## config.mk

```make
export PLATFORM = sky130hd
export DESIGN_NAME = uart_tx_frame
export DESIGN_NICKNAME = d
export VERILOG_FILES = /design/src/rtl/uart_tx_frame.sv
export SDC_FILE = /design/constraint.sdc
export NUM_CORES = 1
export LEC_CHECK = 0
export CORE_MARGIN = 2
export CORE_UTILIZATION = 35
export CTS_CLUSTER_SIZE = 10
export DETAILED_ROUTE_END_ITERATION = 10
export GPL_TIMING_DRIVEN = 0
export PLACE_DENSITY = 0.66
export SLEW_MARGIN = 20
export SYNTH_ARGS = -nofsm -noshare
export SYNTH_HDL_FRONTEND = slang
export SYNTH_SLANG_ARGS = --single-unit
```

## constraint.sdc

```tcl
create_clock -name baud_clk -period 3 [get_ports baud_clk]
set_input_delay 0.6 -clock baud_clk [delete_from_list [all_inputs] [get_ports baud_clk]]
set_output_delay 0.6 -clock baud_clk [all_outputs]
set_load 0.005 [all_outputs]
```

## src/rtl/uart_tx_frame.sv

```systemverilog
`default_nettype none
// ============================================================================
// Module   : uart_tx_frame
// Function : UART transmitter. Each frame is a start bit, 8 data bits sent
//            LSB first, a parity bit and a stop bit.
// Revision : 1.0
// ============================================================================
module uart_tx_frame #(
  parameter int CLKS_PER_BIT = 16,
  parameter bit PARITY_ODD   = 1'b0
) (
  input  logic       baud_clk,
  input  logic       reset,
  input  logic       tx_start,
  input  logic [7:0] data_in,
  output logic       tx_out,
  output logic       tx_busy,
  output logic       tx_done
);

  localparam int              CW     = (CLKS_PER_BIT > 1) ? $clog2(CLKS_PER_BIT) : 1;
  localparam logic [CW-1:0]   c_LAST = CW'(CLKS_PER_BIT - 1);

  typedef enum logic [2:0] {
    S_IDLE   = 3'd0,
    S_START  = 3'd1,
    S_DATA   = 3'd2,
    S_PARITY = 3'd3,
    S_STOP   = 3'd4
  } state_t;

  state_t        r_state, w_state_nxt;
  logic [CW-1:0] r_cyc,   w_cyc_nxt;
  logic [2:0]    r_idx,   w_idx_nxt;
  logic [7:0]    r_shift, w_shift_nxt;
  logic          r_parity, w_parity_nxt;
  logic          w_tx_nxt;
  logic          w_done_nxt;
  logic          w_bit_end;

  assign w_bit_end = (r_cyc == c_LAST);

  always_comb begin
    w_state_nxt  = r_state;
    w_cyc_nxt    = w_bit_end ? '0 : r_cyc + CW'(1);
    w_idx_nxt    = r_idx;
    w_shift_nxt  = r_shift;
    w_parity_nxt = r_parity;
    w_done_nxt   = 1'b0;
    case (r_state)
      S_IDLE: begin
        w_cyc_nxt = '0;
        if (tx_start) begin
          w_state_nxt  = S_START;
          w_shift_nxt  = data_in;
          w_parity_nxt = (^data_in) ^ PARITY_ODD;
          w_idx_nxt    = 3'd0;
        end
      end
      S_START: begin
        if (w_bit_end) w_state_nxt = S_DATA;
      end
      S_DATA: begin
        if (w_bit_end) begin
          w_shift_nxt = {1'b0, r_shift[7:1]};
          w_idx_nxt   = r_idx + 3'd1;
          if (r_idx == 3'd7) w_state_nxt = S_PARITY;
        end
      end
      S_PARITY: begin
        if (w_bit_end) w_state_nxt = S_STOP;
      end
      S_STOP: begin
        if (w_bit_end) begin
          w_state_nxt = S_IDLE;
          w_done_nxt  = 1'b1;
        end
      end
      default: w_state_nxt = S_IDLE;
    endcase
  end

  // The line level is decoded from the next state so tx_out leaves a flop
  // already aligned with the bit it represents.
  always_comb begin
    w_tx_nxt = 1'b1;
    case (w_state_nxt)
      S_START:  w_tx_nxt = 1'b0;
      S_DATA:   w_tx_nxt = w_shift_nxt[0];
      S_PARITY: w_tx_nxt = w_parity_nxt;
      default:  w_tx_nxt = 1'b1;
    endcase
  end

  always_ff @(posedge baud_clk or negedge reset) begin
    if (!reset) begin
      r_state  <= S_IDLE;
      r_cyc    <= '0;
      r_idx    <= 3'd0;
      r_shift  <= 8'h00;
      r_parity <= 1'b0;
      tx_out   <= 1'b1;
      tx_busy  <= 1'b0;
      tx_done  <= 1'b0;
    end else begin
      r_state  <= w_state_nxt;
      r_cyc    <= w_cyc_nxt;
      r_idx    <= w_idx_nxt;
      r_shift  <= w_shift_nxt;
      r_parity <= w_parity_nxt;
      tx_out   <= w_tx_nxt;
      tx_busy  <= (w_state_nxt != S_IDLE);
      tx_done  <= w_done_nxt;
    end
  end

endmodule
`default_nettype wire

```

### After elaboration in Yosys (flattened, before gate mapping)

Cells that the tools add are included.

| storage, ports and cells | value |
|---|---|
| register bits after elaboration | 22 |
| bits of input ports | 11 |
| output and inout port bits | 3 |
| word-level logic and storage cells | 47 |

| cells by class | value |
|---|---|
| $add $sub $neg | 2 |
| equal/unequal tests | 11 |
| multiplexer cells | 20 |
| reductions and logical operators | 5 |

Operators by type and width:

| cell | count |
|---|---|
| $mux W3 | 8 |
| $mux W8 | 2 |
| $pmux W8 S2 | 1 |
| $pmux W3 S5 | 1 |
| $eq A3 B2 Y1 const B | 4 |
| $mux W4 | 2 |
| $reduce_xor A8 Y1 | 1 |
| $eq A3 B1 Y1 const B | 2 |
| $eq A3 B3 Y1 const B | 2 |
| $pmux W3 S2 | 1 |
| $add A4 B1 Y4 const B | 1 |
| $eq A4 B4 Y1 const B | 1 |
| $mux W1 | 4 |
| $ne A2 B2 Y1 const B | 2 |
| $add A3 B1 Y3 const B | 1 |
| $logic_not A3 Y1 | 1 |
| $pmux W1 S3 | 1 |
| $reduce_and A3 Y1 | 1 |
| $reduce_bool A3 Y1 | 1 |
| $reduce_bool A2 Y1 | 1 |

### Logic depth before layout (Yosys ltp)

Gate-level depths: netlist of the first run.

| depth | value |
|---|---|
| depth in word-level cells | 6 |
| mapped depth | 7 |
| mapped depth without buffers | 6 |

### Least setup slack after synthesis of the first run

Ideal clock, no wire load.

| timing | value |
|---|---|
| kind | reg2reg |
| start | reg r_cyc[0] |
| end | reg tx_busy |
| setup time | 131 ps |
| data arrival time | 1596 ps |
| required time | 2869 ps |
| setup slack | 1272 ps |
| stages on the path, launching flop included | 8 |
| buffers on the path | 1 |
| clock period less this slack | 1728 ps |
| path through | dfrtp_1 -> ha_1 -> and3_1 -> buf_6 -> a311oi_2 -> or3_1 -> inv_2 -> or3_1 |

| between the ends | value |
|---|---|
| longest elaborated chain between the ends | 4 |

Ends and longest elaborated chain:

| what | RTL line | RTL |
|---|---|---|
| start, declared | 33 | `logic [CW-1:0] r_cyc, w_cyc_nxt;` |
| start signal, assigned | 107 | `r_cyc <= w_cyc_nxt;` |
| $eq A4 B4 Y1 (*) | 41 | `assign w_bit_end = (r_cyc == c_LAST);` |
| $mux W3, on equally long branches | n/a |  |
| $pmux W3 S5 (*) | 50 | `case (r_state)` |
| net w_state_nxt[0] | 32 | `state_t r_state, w_state_nxt;` |
| $reduce_bool A3 Y1 (*) | 112 | `tx_busy <= (w_state_nxt != S_IDLE);` |
| end signal, assigned | 112 |  |
| end, declared | 17 | `output logic tx_busy,` |

The timed path passes the listed nets; every way through them passes the cells marked *.
A chain may end at the register's enable or synchronous reset.

### Worst setup path in the final report of the first run

| timing | value |
|---|---|
| start | reg tx_out |
| end | out tx_out |

RTL lines:

| what | RTL line | RTL |
|---|---|---|
| start, declared | 16 | `output logic tx_out,` |
| start signal, assigned | 111 | `tx_out <= w_tx_nxt;` |

No word-level cell between the ends.

==> flow_summary.ini, run 1 <==
[floorplan]
initial_core_util_pct = 36.1
num_io_pins = 14
core-area_sq_mm = 0.00298
fp.dieArea_sq_mm = 0.00353
fp.dieH_um = 59.4
die_w_um = 59.4
rows = 20

[global_routing]
antenna_found_initial = 0
grt_pass1_wl_um = 3310
grt_pass1_vias = 774
grt_max_degree = 23
gr-usage-all-layers_pct = 12.4
overflow = 0

[drt]
firstDrtPassIters = 4
routed_via_density = 5.11
vias = 787
drtIter0Drc = 7
avgRoutedWirePerCell_um = 12.4
routed_wl_um = 1910
drc = 0
ant_nets = 0

[sta]
rsz0062_at_grt = false
fmaxAchievable_ghz = 0.521
tightest_slew_ns = 0.495
setup_viol = 0
min_period_over_period_pct = 64.0
max_slew_margin_pct = 67.0
final.min_clock_period_ns = 1.92
slew_viol_final = 0
skew_ns = 0.000656
finalHoldViolations = 0
finalSetupTns_ns = 0

[setup_path]
cp.required_ns = 2.40
crit_path_cell_trace = clkdlybuf4s50_1
critPathKind = reg2out
critPathBufInv = 1
startpoint_type = register
max_stage_delay_ns = 0.53
crit_arrival_ns = 1.32
cp_top_family = flip-flops
worstPathMaxFanout = 1
end_kind = output port
slowest_stage = dfstp_2

[pwr]
p_switching_uw = 347
p_int_uw = 643
clkPwrFrac_pct = 14.2
power_density_mw_per_mm2 = 781
pwr-share-comb_pct = 34.7
pwr-share-seq_pct = 51.1
vdd_drop_max_v = 0.000322
power.leakage_uw = 0.000564
power.total_uw = 989
switching_share_pct = 35.0

[finish]
postLayoutCoreUtil_pct = 42.5
drive_above_1_share_pct = 11.6
areaGrowthSynthToFinish_pct = 17.9
design_area_sq_mm = 0.00127
nets = 136
multi_input_area_sq_um = 489
nFillCells = 284
seqCellArea_sq_um = 552
diodes = 0

[placement]
dp_hpwl_um = 1380
gp_congestion = 0.738
io_buffer_count = 13
dpl_cell_area_sq_mm = 0.00124

[synthesis]
synth_fp_nets = 118
synth_cell_type_count = 36
ys_ff_latch = 22
yosysTopAreaCell = dfrtp_1
synthCells = 104
synth_area_leaders = dfrtp_1, nand2_1, xnor2_1
async_reset_ff_share_pct = 100
synth.cell_area_sq_mm = 0.00107
ys_seq_area_share_pct = 51.4
synthTopCellsByCount = dfrtp_1, nand2_1, xnor2_1
synth_edf_count = 0
synth.avg_cell_area_sq_um = 10.3
synthFlopType = dfrtp_1
synth_top_cell_area_share_pct = 49.0
yosysWarnings = 0

[clock_network]
cts_num_sinks = 22
post_cts_buffers = 0
cts-htree-levels = 1
clock_path_buffers = 2
clk_pin_slew_ns = 0.12
clk_latency_ns = 0.30
cts_tree = yes
cts_made_buffers = 3
cts_hold_buf = 0
ctsResizeCount = 0
clockRootBuffer = clkbuf_4

[job]
drv_cap = 0

[run_status]
outcome = finished clean

[hold_path]
min_path_type = in2async
==> logic make-up after synthesis <==
family | count (synthesis) | synth area share, %
AO/OA/AOI/OAI | 15 | 10.7
XOR/XNOR | 9 | 7.34
adder cells (fa/ha/maj) | 3 | 3.50
buffers and inverters | 6 | 3.03
flip-flops | 22 | 51.4
multiplexers | 1 | 0.932
AND/OR/NAND/NOR | 48 | 23.1
==> final timing paths <==
kind | startpoint | to | slack [ns] | cells past startpoint
min reg2reg | r_cyc[0] | r_cyc[0] | 0.48 | 1
max | tx_out | tx_out | 1.08 | 1
max in group asynchronous | reset | tx_out | 2.41 | 1
min | reset | tx_busy | 0.24 | 1
max reg2reg | r_cyc[0] | tx_busy | 1.17 | 7
min in group baud_clk | r_cyc[0] | r_cyc[0] | 0.48 | 1
==> power groups by stage <==
stage	combinational, uW	sequential (uW)	clock (uW)
final	343	506	141
after global routing	398	523	156
after CTS	348	506	142
after detailed placement	345	512	0
after global placement	336	507	0
after floorplan	259	493	0
==> flip-flops by register name, indices dropped and copies added, names as in the netlist <==
name and flops:
r_shift 8, r_cyc 4, r_idx 3, r_state 3, tx_out 1, tx_busy 1
r_parity 1, tx_done 1
==> per-stage QoR <==
step                      hold WS (ns)  std cells  setup slack (ns)
final                            0.238        154              1.08
after floorplan                  0.304        104              1.27
after CTS                        0.473        154              1.07
after detailed placement         0.457        150             0.867
after global routing             0.263        154              1.05
after global placement           0.441        150             0.881
==> cell usage in the layout (no fill, tap or decap) <==
cell type / n
dfrtp_1: 21
buf_6: 1
o311ai_1: 1
inv_1: 1
nand2_1: 21
clkbuf_1: 2
or2_1: 1
a22oi_1: 6
nor4b_2: 1
ha_1: 3
nor2_1: 6
inv_2: 1
a21o_1: 1
mux2i_1: 1
nor2b_1: 2
nor3b_1: 1
xor2_1: 1
dfstp_2: 1
a21oi_1: 2
nor3_1: 2
or3_1: 2
a32oi_1: 1
and3_1: 1
nor2_4: 1
buf_2: 3
xnor2_1: 8
o22ai_1: 1
clkbuf_4: 3
a311oi_2: 1
clkdlybuf4s50_1: 12
or2_2: 1
nand3_1: 4
nand2b_1: 2
o2bb2ai_1: 1
and4_2: 1
or3b_1: 1
o21ai_0: 1
or4_1: 1
==> cell type report <==
cell class	count	area share, %
plain buffers	4	1.98
clock buffers	4	2.08
inverters	2	0.593
multi-input cells	76	38.6
flip-flops and latches	22	43.6
well taps	33	3.26
repair buffers	13	9.88
==> metal layers <==
layer  global-route usage, %  share of wire [%]
met2                    21.4                 48
met3                    1.97                4.0
met5                       0                  0
met4                    4.87                1.3
met1                    15.3                 47
Note: power is estimated with default switching activity, not from simulation.
==> run 2: changes to the inputs <==
==> constraint.sdc (replaced) <==
create_clock -name baud_clk -period 1.91 [get_ports baud_clk]
set_input_delay 0.382 -clock baud_clk [delete_from_list [all_inputs] [get_ports baud_clk]]
set_output_delay 0.382 -clock baud_clk [all_outputs]
set_load 0.005 [all_outputs]
==> run 2 against run 1 <==
  * Global-route usage unchanged
  * Via count increased by 1.5%
  * Design area is 0.59% higher
  * Core utilization increased by 0.25 points
  * Die area is the same
  * Critical path depth grew 6
  * Sequential power increased by 57%
  * Setup slack worse by 0.98 ns
==> flow_summary.ini, run 2 (synthesized netlist as in run 1, its figures left out) <==
[clock_network]
clk_pin_slew_ns = 0.12
clk_latency_ns = 0.31
cts_made_buffers = 3
cts-htree-levels = 1
cts_tree = yes
clockRootBuffer = clkbuf_4
clock_path_buffers = 2
cts_num_sinks = 22
post_cts_buffers = 0

[finish]
largest_registers = r_shift: 8 flops, r_cyc: 4 flops
drive_above_1_share_pct = 13.2
layout_common_cells = nand2_1, dfrtp_1, clkdlybuf4s50_1, xnor2_1
diodes = 0
top_register = r_shift
nets = 136
postLayoutCoreUtil_pct = 42.8
design_area_sq_mm = 0.00127
largest_register_ffs = 8
areaGrowthSynthToFinish_pct = 18.6

[setup_path]
startpoint_type = register
end_kind = register
path_depth = 7
cp.required_ns = 2.11
r2r.worst_path.cells = 7
critPathKind = reg2reg
cp-startpoint = r_cyc[0]
critPathBufInv = 2
crit_arrival_ns = 2.01
rrSetupSlack_ns = 0.10
slowest_stage = dfrtp_1
cp_top_family = simple AND/OR/NAND/NOR gates
crit_path_cell_trace = ha_2 > and3_1 > buf_6 > a311oi_2 > or3_4 > inv_2 > or3_1
max_stage_delay_ns = 0.42
reg2reg_from = r_cyc[0]
worstPathMaxFanout = 6

[pwr]
vdd_drop_max_v = 0.000512
power.leakage_uw = 0.000560
pwr-share-seq_pct = 50.6
clkPwrFrac_pct = 14.3
p_switching_uw = 551
switching_share_pct = 35.1
power_density_mw_per_mm2 = 1230
p_int_uw = 1020
pwr-share-comb_pct = 35.1

[global_routing]
grt_max_degree = 23
antenna_found_initial = 0
overflow = 0
gr-usage-all-layers_pct = 12.4
grt_pass1_wl_um = 3310
grt_pass1_vias = 774

[sta]
slew_viol_final = 0
setup_viol = 0
min_period_over_period_pct = 94.7
finalHoldViolations = 0
whs_ns = 0.0143
fmaxAchievable_ghz = 0.553
final.min_clock_period_ns = 1.81
max_slew_margin_pct = 67.1
rsz0062_at_grt = false
skew_ns = 0.00270
tightest_slew_ns = 0.493

[drt]
vias = 799
drtIter0Drc = 12
drc = 0
routed_via_density = 5.19
avgRoutedWirePerCell_um = 12.5
routed_wl_um = 1930
ant_nets = 0
firstDrtPassIters = 4

[placement]
gp_congestion = 0.738
io_buffer_count = 13
dp_hpwl_um = 1380
dpl_cell_area_sq_mm = 0.00124

[floorplan]
fp.dieArea_sq_mm = 0.00353
rows = 20
initial_core_util_pct = 36.1
core-area_sq_mm = 0.00298
num_io_pins = 14
die_w_um = 59.4
fp.dieH_um = 59.4

[run_status]
outcome = finished clean

[job]
drv_cap = 0

[hold_path]
min_path_type = in2async
## run 2: power groups by stage
stage	Clock, uW	Sequential, uW	Combinational [uW]
floorplan	0	775	406
global placement	0	796	528
detailed placement	0	804	542
CTS	223	795	547
global route	245	822	638
finish	224	795	552
## run 2: per-layer routing
layer | routed length, um | up-vias | GRT usage [%]
met5 | 0 | - | 0
met4 | 31 | 0 | 4.87
met3 | 75 | 4 | 1.97
met2 | 917 | 15 | 21.4
met1 | 901 | 387 | 15.3
li1 | - | 393 | -
## run 2: per-stage QoR
| stage | TNS, ns | cells | setup WS [ns] | total power (uW) |
|---|---|---|---|---|
| finish | 0 | 154 | 0.101 | 1570 |
| global placement | 0 | 150 | 0.00871 | 1320 |
| CTS | 0 | 154 | 0.0866 | 1560 |
| floorplan | 0 | 104 | 0.182 | 1180 |
| global route | 0 | 154 | 0.0510 | 1700 |
| detailed placement | -0.00529 | 150 | -0.00529 | 1350 |
## run 2: repair_timing
| action | CTS | global route |
|---|---|---|
| hold buffers | 0 | 0 |
| resized for setup | 0 | 2 |
| endpoints found under the hold margin | 0 | 0 |
| endpoints found under the setup margin | 0 | 1 |
## run 2: path summary, 6_finish.rpt
check	end
min	r_state[2]
max in group asynchronous	tx_out
max reg2reg	tx_busy
max	tx_busy
min in group baud_clk	r_cyc[0]
min reg2reg	r_cyc[0]
## run 2: cell type report
class,count,area (sq um)
Buffer,4,25.0
Tap cell,33,41.3
Fill cell,283,1700
Clock buffer,4,26.3
Multi-Input combinational cell,76,497
Timing Repair Buffer,13,125
Sequential cell,22,552
Inverter,2,7.51
